$ cat config.mk
export PLATFORM = sky130hd
export DESIGN_NAME = opl3_write_sched
export DESIGN_NICKNAME = d
export VERILOG_FILES = /design/src/rtl/opl3_sched_pkg.sv /design/src/rtl/opl3_wr_fifo.sv /design/src/rtl/opl3_write_sched.sv
export SDC_FILE = /design/constraint.sdc
export NUM_CORES = 1
export LEC_CHECK = 0
export CORE_MARGIN = 2
export CORE_UTILIZATION = 50
export DETAILED_ROUTE_END_ITERATION = 10
export GPL_ROUTABILITY_DRIVEN = 1
export PLACE_DENSITY = 0.73
export SETUP_SLACK_MARGIN = 0.4
export SYNTH_ARGS = -nofsm -noshare
export SYNTH_HDL_FRONTEND = slang
export SYNTH_SLANG_ARGS = --single-unit
$ cat constraint.sdc
create_clock -name clk -period 2.7 [get_ports clk]
set_clock_uncertainty 0.1 [all_clocks]
set_input_delay 0.675 -clock clk [delete_from_list [all_inputs] [get_ports clk]]
set_output_delay 0.675 -clock clk [all_outputs]
set_load 0.1 [all_outputs]
$ cat src/rtl/opl3_sched_pkg.sv
// Shared types for the OPL3 write scheduler: the queued write record and the
// replay state machine encoding.
package opl3_sched_pkg;

  localparam int CNT_W = 8;

  typedef struct packed {
    logic       bank;
    logic [7:0] index;
    logic [7:0] data;
  } opl_wr_t;

  typedef enum logic [2:0] {
    IDLE,
    ADDR,
    GAP,
    DATA,
    HOLD
  } sched_state_t;

endpackage

$ cat src/rtl/opl3_wr_fifo.sv
// Small synchronous FIFO of OPL register writes. The head entry is visible
// combinationally so the scheduler can pop and use it in the same cycle.
module opl3_wr_fifo import opl3_sched_pkg::*; #(
  parameter int DEPTH = 8,
  localparam int AW = $clog2(DEPTH)
) (
  input  logic          clk,
  input  logic          rst_n,
  input  logic          push,
  input  opl_wr_t       push_data,
  input  logic          pop,
  output opl_wr_t       pop_data,
  output logic [AW:0]   level,
  output logic          full,
  output logic          empty
);

  opl_wr_t         mem_q [DEPTH];
  logic [AW-1:0]   wr_ptr_q, wr_ptr_d;
  logic [AW-1:0]   rd_ptr_q, rd_ptr_d;
  logic [AW:0]     level_q, level_d;
  logic            do_push, do_pop;

  always_comb begin
    do_push  = push & ~full;
    do_pop   = pop & ~empty;
    wr_ptr_d = wr_ptr_q + AW'(do_push);
    rd_ptr_d = rd_ptr_q + AW'(do_pop);
    level_d  = level_q + (AW+1)'(do_push) - (AW+1)'(do_pop);
  end

  always_ff @(posedge clk or negedge rst_n) begin
    if (!rst_n) begin
      wr_ptr_q <= '0;
      rd_ptr_q <= '0;
      level_q  <= '0;
    end else begin
      wr_ptr_q <= wr_ptr_d;
      rd_ptr_q <= rd_ptr_d;
      level_q  <= level_d;
    end
  end

  // Storage carries no reset; validity is tracked by the pointers alone.
  always_ff @(posedge clk) begin
    if (do_push) begin
      mem_q[wr_ptr_q] <= push_data;
    end
  end

  assign pop_data = mem_q[rd_ptr_q];
  assign level    = level_q;
  assign full     = (level_q == (AW+1)'(DEPTH));
  assign empty    = (level_q == '0);

endmodule

$ cat src/rtl/opl3_write_sched.sv
// Round-robin merge of two register-write requesters into a FIFO, replayed to
// the opl3 core as index/data phase pairs with fixed pulse, gap and holdoff.
module opl3_write_sched import opl3_sched_pkg::*; #(
  parameter int DEPTH = 8,
  parameter int PULSE = 2,
  parameter int GAP   = 4,
  parameter int HOLD  = 32
) (
  input  logic                     clk,
  input  logic                     rst_n,
  input  logic                     a_valid,
  input  logic                     a_bank,
  input  logic [7:0]               a_index,
  input  logic [7:0]               a_data,
  output logic                     a_ready,
  input  logic                     b_valid,
  input  logic                     b_bank,
  input  logic [7:0]               b_index,
  input  logic [7:0]               b_data,
  output logic                     b_ready,
  output logic [1:0]               opl_addr,
  output logic [7:0]               opl_din,
  output logic                     opl_we,
  output logic                     busy,
  output logic                     full,
  output logic [$clog2(DEPTH):0]   level
);

  localparam logic [CNT_W-1:0] PULSE_LD = CNT_W'(PULSE - 1);
  localparam logic [CNT_W-1:0] GAP_LD   = CNT_W'(GAP - 1);
  localparam logic [CNT_W-1:0] HOLD_LD  = CNT_W'((HOLD == 0) ? 0 : HOLD - 1);

  logic          last_a_q, last_a_d;
  logic          grant_a, grant_b, push, pop;
  opl_wr_t       push_data, head;
  logic          fifo_empty;

  sched_state_t      state_q, state_d;
  logic [CNT_W-1:0]  cnt_q, cnt_d;
  logic              work_bank_q, work_bank_d;
  logic [7:0]        work_data_q, work_data_d;
  logic [1:0]        addr_q, addr_d;
  logic [7:0]        din_q, din_d;
  logic              we_q, we_d;

  // On a tie the requester that did not win last time is served.
  always_comb begin
    grant_a   = a_valid & (~b_valid | ~last_a_q);
    grant_b   = b_valid & ~grant_a;
    a_ready   = grant_a & ~full;
    b_ready   = grant_b & ~full;
    push      = a_ready | b_ready;
    push_data = a_ready ? opl_wr_t'({a_bank, a_index, a_data})
                        : opl_wr_t'({b_bank, b_index, b_data});
    last_a_d  = a_ready ? 1'b1 : (b_ready ? 1'b0 : last_a_q);
  end

  opl3_wr_fifo #(.DEPTH(DEPTH)) u_fifo (
    .clk       (clk),
    .rst_n     (rst_n),
    .push      (push),
    .push_data (push_data),
    .pop       (pop),
    .pop_data  (head),
    .level     (level),
    .full      (full),
    .empty     (fifo_empty)
  );

  always_comb begin
    state_d     = state_q;
    cnt_d       = cnt_q;
    work_bank_d = work_bank_q;
    work_data_d = work_data_q;
    addr_d      = addr_q;
    din_d       = din_q;
    we_d        = we_q;
    pop         = 1'b0;
    case (state_q)
      opl3_sched_pkg::IDLE: begin
        if (!fifo_empty) begin
          pop         = 1'b1;
          work_bank_d = head.bank;
          work_data_d = head.data;
          addr_d      = {head.bank, 1'b0};
          din_d       = head.index;
          we_d        = 1'b1;
          cnt_d       = PULSE_LD;
          state_d     = opl3_sched_pkg::ADDR;
        end
      end
      opl3_sched_pkg::ADDR: begin
        if (cnt_q == '0) begin
          we_d    = 1'b0;
          cnt_d   = GAP_LD;
          state_d = opl3_sched_pkg::GAP;
        end else begin
          cnt_d = cnt_q - 1'b1;
        end
      end
      opl3_sched_pkg::GAP: begin
        if (cnt_q == '0) begin
          addr_d  = {work_bank_q, 1'b1};
          din_d   = work_data_q;
          we_d    = 1'b1;
          cnt_d   = PULSE_LD;
          state_d = opl3_sched_pkg::DATA;
        end else begin
          cnt_d = cnt_q - 1'b1;
        end
      end
      opl3_sched_pkg::DATA: begin
        if (cnt_q == '0) begin
          we_d    = 1'b0;
          cnt_d   = HOLD_LD;
          state_d = (HOLD == 0) ? opl3_sched_pkg::IDLE : opl3_sched_pkg::HOLD;
        end else begin
          cnt_d = cnt_q - 1'b1;
        end
      end
      opl3_sched_pkg::HOLD: begin
        if (cnt_q == '0) begin
          state_d = opl3_sched_pkg::IDLE;
        end else begin
          cnt_d = cnt_q - 1'b1;
        end
      end
      default: begin
        we_d    = 1'b0;
        state_d = opl3_sched_pkg::IDLE;
      end
    endcase
  end

  always_ff @(posedge clk or negedge rst_n) begin
    if (!rst_n) begin
      state_q     <= opl3_sched_pkg::IDLE;
      cnt_q       <= '0;
      work_bank_q <= 1'b0;
      work_data_q <= '0;
      addr_q      <= '0;
      din_q       <= '0;
      we_q        <= 1'b0;
      last_a_q    <= 1'b0;
    end else begin
      state_q     <= state_d;
      cnt_q       <= cnt_d;
      work_bank_q <= work_bank_d;
      work_data_q <= work_data_d;
      addr_q      <= addr_d;
      din_q       <= din_d;
      we_q        <= we_d;
      last_a_q    <= last_a_d;
    end
  end

  assign opl_addr = addr_q;
  assign opl_din  = din_q;
  assign opl_we   = we_q;
  assign busy     = ~fifo_empty | (state_q != opl3_sched_pkg::IDLE);

endmodule

==> flow_summary.toml <==
[timing]
final-hold-violation-count = 0
timing_worst_slew_pin_value_ns = 0.815
setup_slack_ns = -0.000578
timing.final.setup_violations = 1
period_minus_slack_ns = 2.70
timing.max_slew.rel_slack = 0.456
slew_violations = 0
setup_repair_after_global_routing_missed_its_margin = "yes"
maxClockFrequency_mhz = 370
layout_worst_path_cycle_share = 1.00

[synthesis]
ys_seq_area_frac = 0.677
total_nets_after_synthesis = 504
postSynth.topFlopCell = "sky130_fd_sc_hd__edfxtp_1"
number_of_enable_type_register_cells_in_the_synthesized_netlist = 136
synthesis.area_mm2 = 0.00759
synth.yosys.warnings = 0
syn_inst = 453
yosys.area.top_type_share = 0.538
ys_async_sr_fraction = 0.236
postSynthAreaPerCell_um2 = 16.8
ys_ff_latch = 178
synth_area_leader_cell = "sky130_fd_sc_hd__edfxtp_1"
yosysUniqueCellTypes = 59
yosys-top-cells-area = "sky130_fd_sc_hd__edfxtp_1 54%, sky130_fd_sc_hd__dfrtp_1 14%, sky130_fd_sc_hd__mux4_2 10%"

[floorplan]
floorplan.core_area_mm2 = 0.0150
design.portCount = 57
initial_core_util = 0.505
die_area_mm2 = 0.0162
die-width_um = 127
die_y_um = 127
row_count = 45

[final_layout]
fin_nets = 588
synthToLayoutAreaGrowth_pct = 23.2
layout-drive-gt1-share = 0.322
antenna_cells = 0
area_of_combinational_cells_with_multiple_inputs_mm2 = 0.00246
post_layout_nonfiller_instances = 737
layout_commonest_cell = "sky130_fd_sc_hd__edfxtp_1"
sequential_cell_area_mm2 = 0.00515
post-route-util = 0.622
nFillCells = 1069
mostFrequentLayoutCells = "136 x sky130_fd_sc_hd__edfxtp_1, 36 x sky130_fd_sc_hd__dfrtp_1, 36 x sky130_fd_sc_hd__clkdlybuf4s50_1, 35 x sky130_fd_sc_hd__buf_4, 34 x sky130_fd_sc_hd__mux4_2"

[routing]
met2_wirelength_from_detailed_routing_um = 8330
dr_wl_met3_um = 693
drt.antenna.violating_nets = 0
detail_route.wirelength.met1_um = 6520
routed_length_per_placed_instance_um = 21.4
post_drt_via_cell_ratio = 5.85
via_count = 4308
postRouteWirelength_um = 15800
drtPass1Iterations = 4
drt-initial-drc-count = 304
maxUsedRoutingLayer = "met4"
drcViolationCount = 0

[critical_path]
critical_path.startpoint_type = "register"
critPathKind = "reg -> out"
arrival_ns = 1.93
crit-reg2reg-capture = "u_fifo.mem_q[0][2]$_DFFE_PP_"
worst_ep_required_time_ns = 1.92
crit_start = "u_fifo.level[2]$_DFF_PN0_"
reg2reg_path_depth = 6
critical_path.endpoint = "a_ready"
crit_fanout = 4
end_kind = "primary output"
setup.reg_to_reg.worst_slack_ns = 0.44
timing.rr.start = "u_fifo.level[2]$_DFF_PN0_"

[grt]
grt_max_degree = 36
first_pass_grt_wire_length_um = 24500
grt_util_all_layers = 0.206
first_global_vias = 4448
gr-total-overflow = 0
antenna_found_initial = 0

[clock_network]
clock_pin_transition_on_the_worst_setup_and_hold_timing_paths_ns = 0.06
cts.path.max_buffers = 2
cts_inserted_buffers = 17
cts-htree-levels = 4
ctsHoldBuffers = 0
tritoncts_num_sinks = 178
clkLatencyLatePin_ns = 0.42
clock-root-buffer = "sky130_fd_sc_hd__clkbuf_16"
tritoncts_clock_tree = "built"

[power_and_ir_drop]
powerDensity_mw_per_mm2 = 1180
peakVddDrop_mv = 0.763
leakagePower_nw = 3.28
report.power.total_mw = 11.0

[run]
max_cap_viol_count = 0

[worst_hold_path]
timing.hold.worst.class = "in -> async"

[place]
place.port_buffers = 56
place.detailed.hpwl_um = 10100
gp_routability_congestion = 0.877
dpl.cell_count = 698

[outcome]
run_status = "finished, violations left"
failed_checks = "setup timing"
-- power breakdown --
| group | switching [mW] | internal, mW |
|---|---|---|
| sequential | 0.511 | 3.86 |
| clock | 1.00 | 1.17 |
| combinational | 2.70 | 1.81 |
-- critical path, cell delays in order (launching register included) --
cell and delay [ns]:
sky130_fd_sc_hd__dfrtp_4 0.49, sky130_fd_sc_hd__inv_4 0.07, sky130_fd_sc_hd__ha_4 0.11, sky130_fd_sc_hd__or3b_4 0.43, sky130_fd_sc_hd__nand3_4 0.14, sky130_fd_sc_hd__clkinvlp_4 0.11
sky130_fd_sc_hd__buf_12 0.17
-- cell usage after synthesis, drive strengths merged (4+ instances only) --
cell type / instances
clkbuf: 13
inv: 18
a221o: 4
mux2i: 17
mux2: 17
nor2: 22
o21ai: 17
nand2: 19
xor2: 5
mux4: 34
nand3: 5
buf: 8
o221a: 5
nand2b: 4
ha: 12
dfrtp: 42
edfxtp: 136
a21oi: 6
nor3: 8
nand4: 5
-- final cells by class --
type	count	area share
timing repair buffer	86	0.0972
multi-input combinational	235	0.263
tap	188	0.0252
sequential	178	0.551
inverter	19	0.00883
clock buffer	19	0.0463
clock inverter	12	0.00910
-- cells by family (layout without fill, tap and decap cells) --
logic type                 Yosys count  count (layout)  share of synthesized area
DFF                                178             178                      0.677
and+or+nand+nor                     83              83                     0.0592
muxes                               68              68                      0.149
AOI/OAI and AO/OA                   66              66                     0.0655
buffers and inverters               40             136                     0.0221
adders and majority gates           13              13                     0.0224
xor gates and xnor gates             5               5                    0.00577
-- sequential cells by signal (all words and copies together) (netlist names) --
register and cells:
u_fifo.mem_q 136, cnt_q 8, opl_we 1, last_a_q 1
u_fifo.level 4, u_fifo.rd_ptr_q 3, opl_din 8, opl_addr 2
u_fifo.wr_ptr_q 3, work_data_q 8, state_q 3, work_bank_q 1
-- per-stage QoR --
step / area, µm² / setup TNS (ns) / setup WS [ns] / hold WS, ns
after floorplan: 7700 / -0.435 / -0.288 / 0.279
after global placement: 8690 / 0 / 0.130 / 0.369
after detailed placement: 8690 / 0 / 0.119 / 0.379
after CTS: 9260 / -0.0466 / -0.0466 / 0.253
after global routing: 9350 / -0.0773 / -0.0751 / 0.285
final: 9350 / -0.000578 / -0.000578 / 0.244
-- worst min path at each step --
stage	to	slack, ns	start	cells past startpoint
floorplan	cnt_q[0]$_DFFE_PN0P_	0.28	rst_n	0
global placement	work_data_q[2]$_DFFE_PN0P_	0.37	work_data_q[2]$_DFFE_PN0P_	2
detailed placement	work_data_q[1]$_DFFE_PN0P_	0.38	work_data_q[1]$_DFFE_PN0P_	2
CTS	last_a_q$_DFFE_PN0N_	0.25	rst_n	1
global route	last_a_q$_DFFE_PN0N_	0.29	rst_n	1
finish	last_a_q$_DFFE_PN0N_	0.24	rst_n	1
-- what timing repair did --
item                       in CTS  in global routing
resized for setup               8                 12
setup endpoints to repair     152                155
buffers inserted                1                  7
pin swaps                       2                  4
-- per-layer routing --
metal | vias up | GRT usage
li1 | 1968 | -
met1 | 2219 | 0.268
met2 | 106 | 0.349
met3 | 15 | 0.0440
met4 | 0 | 0.0724
met5 | - | 0
Note: power is estimated with default switching activity, not from simulation.
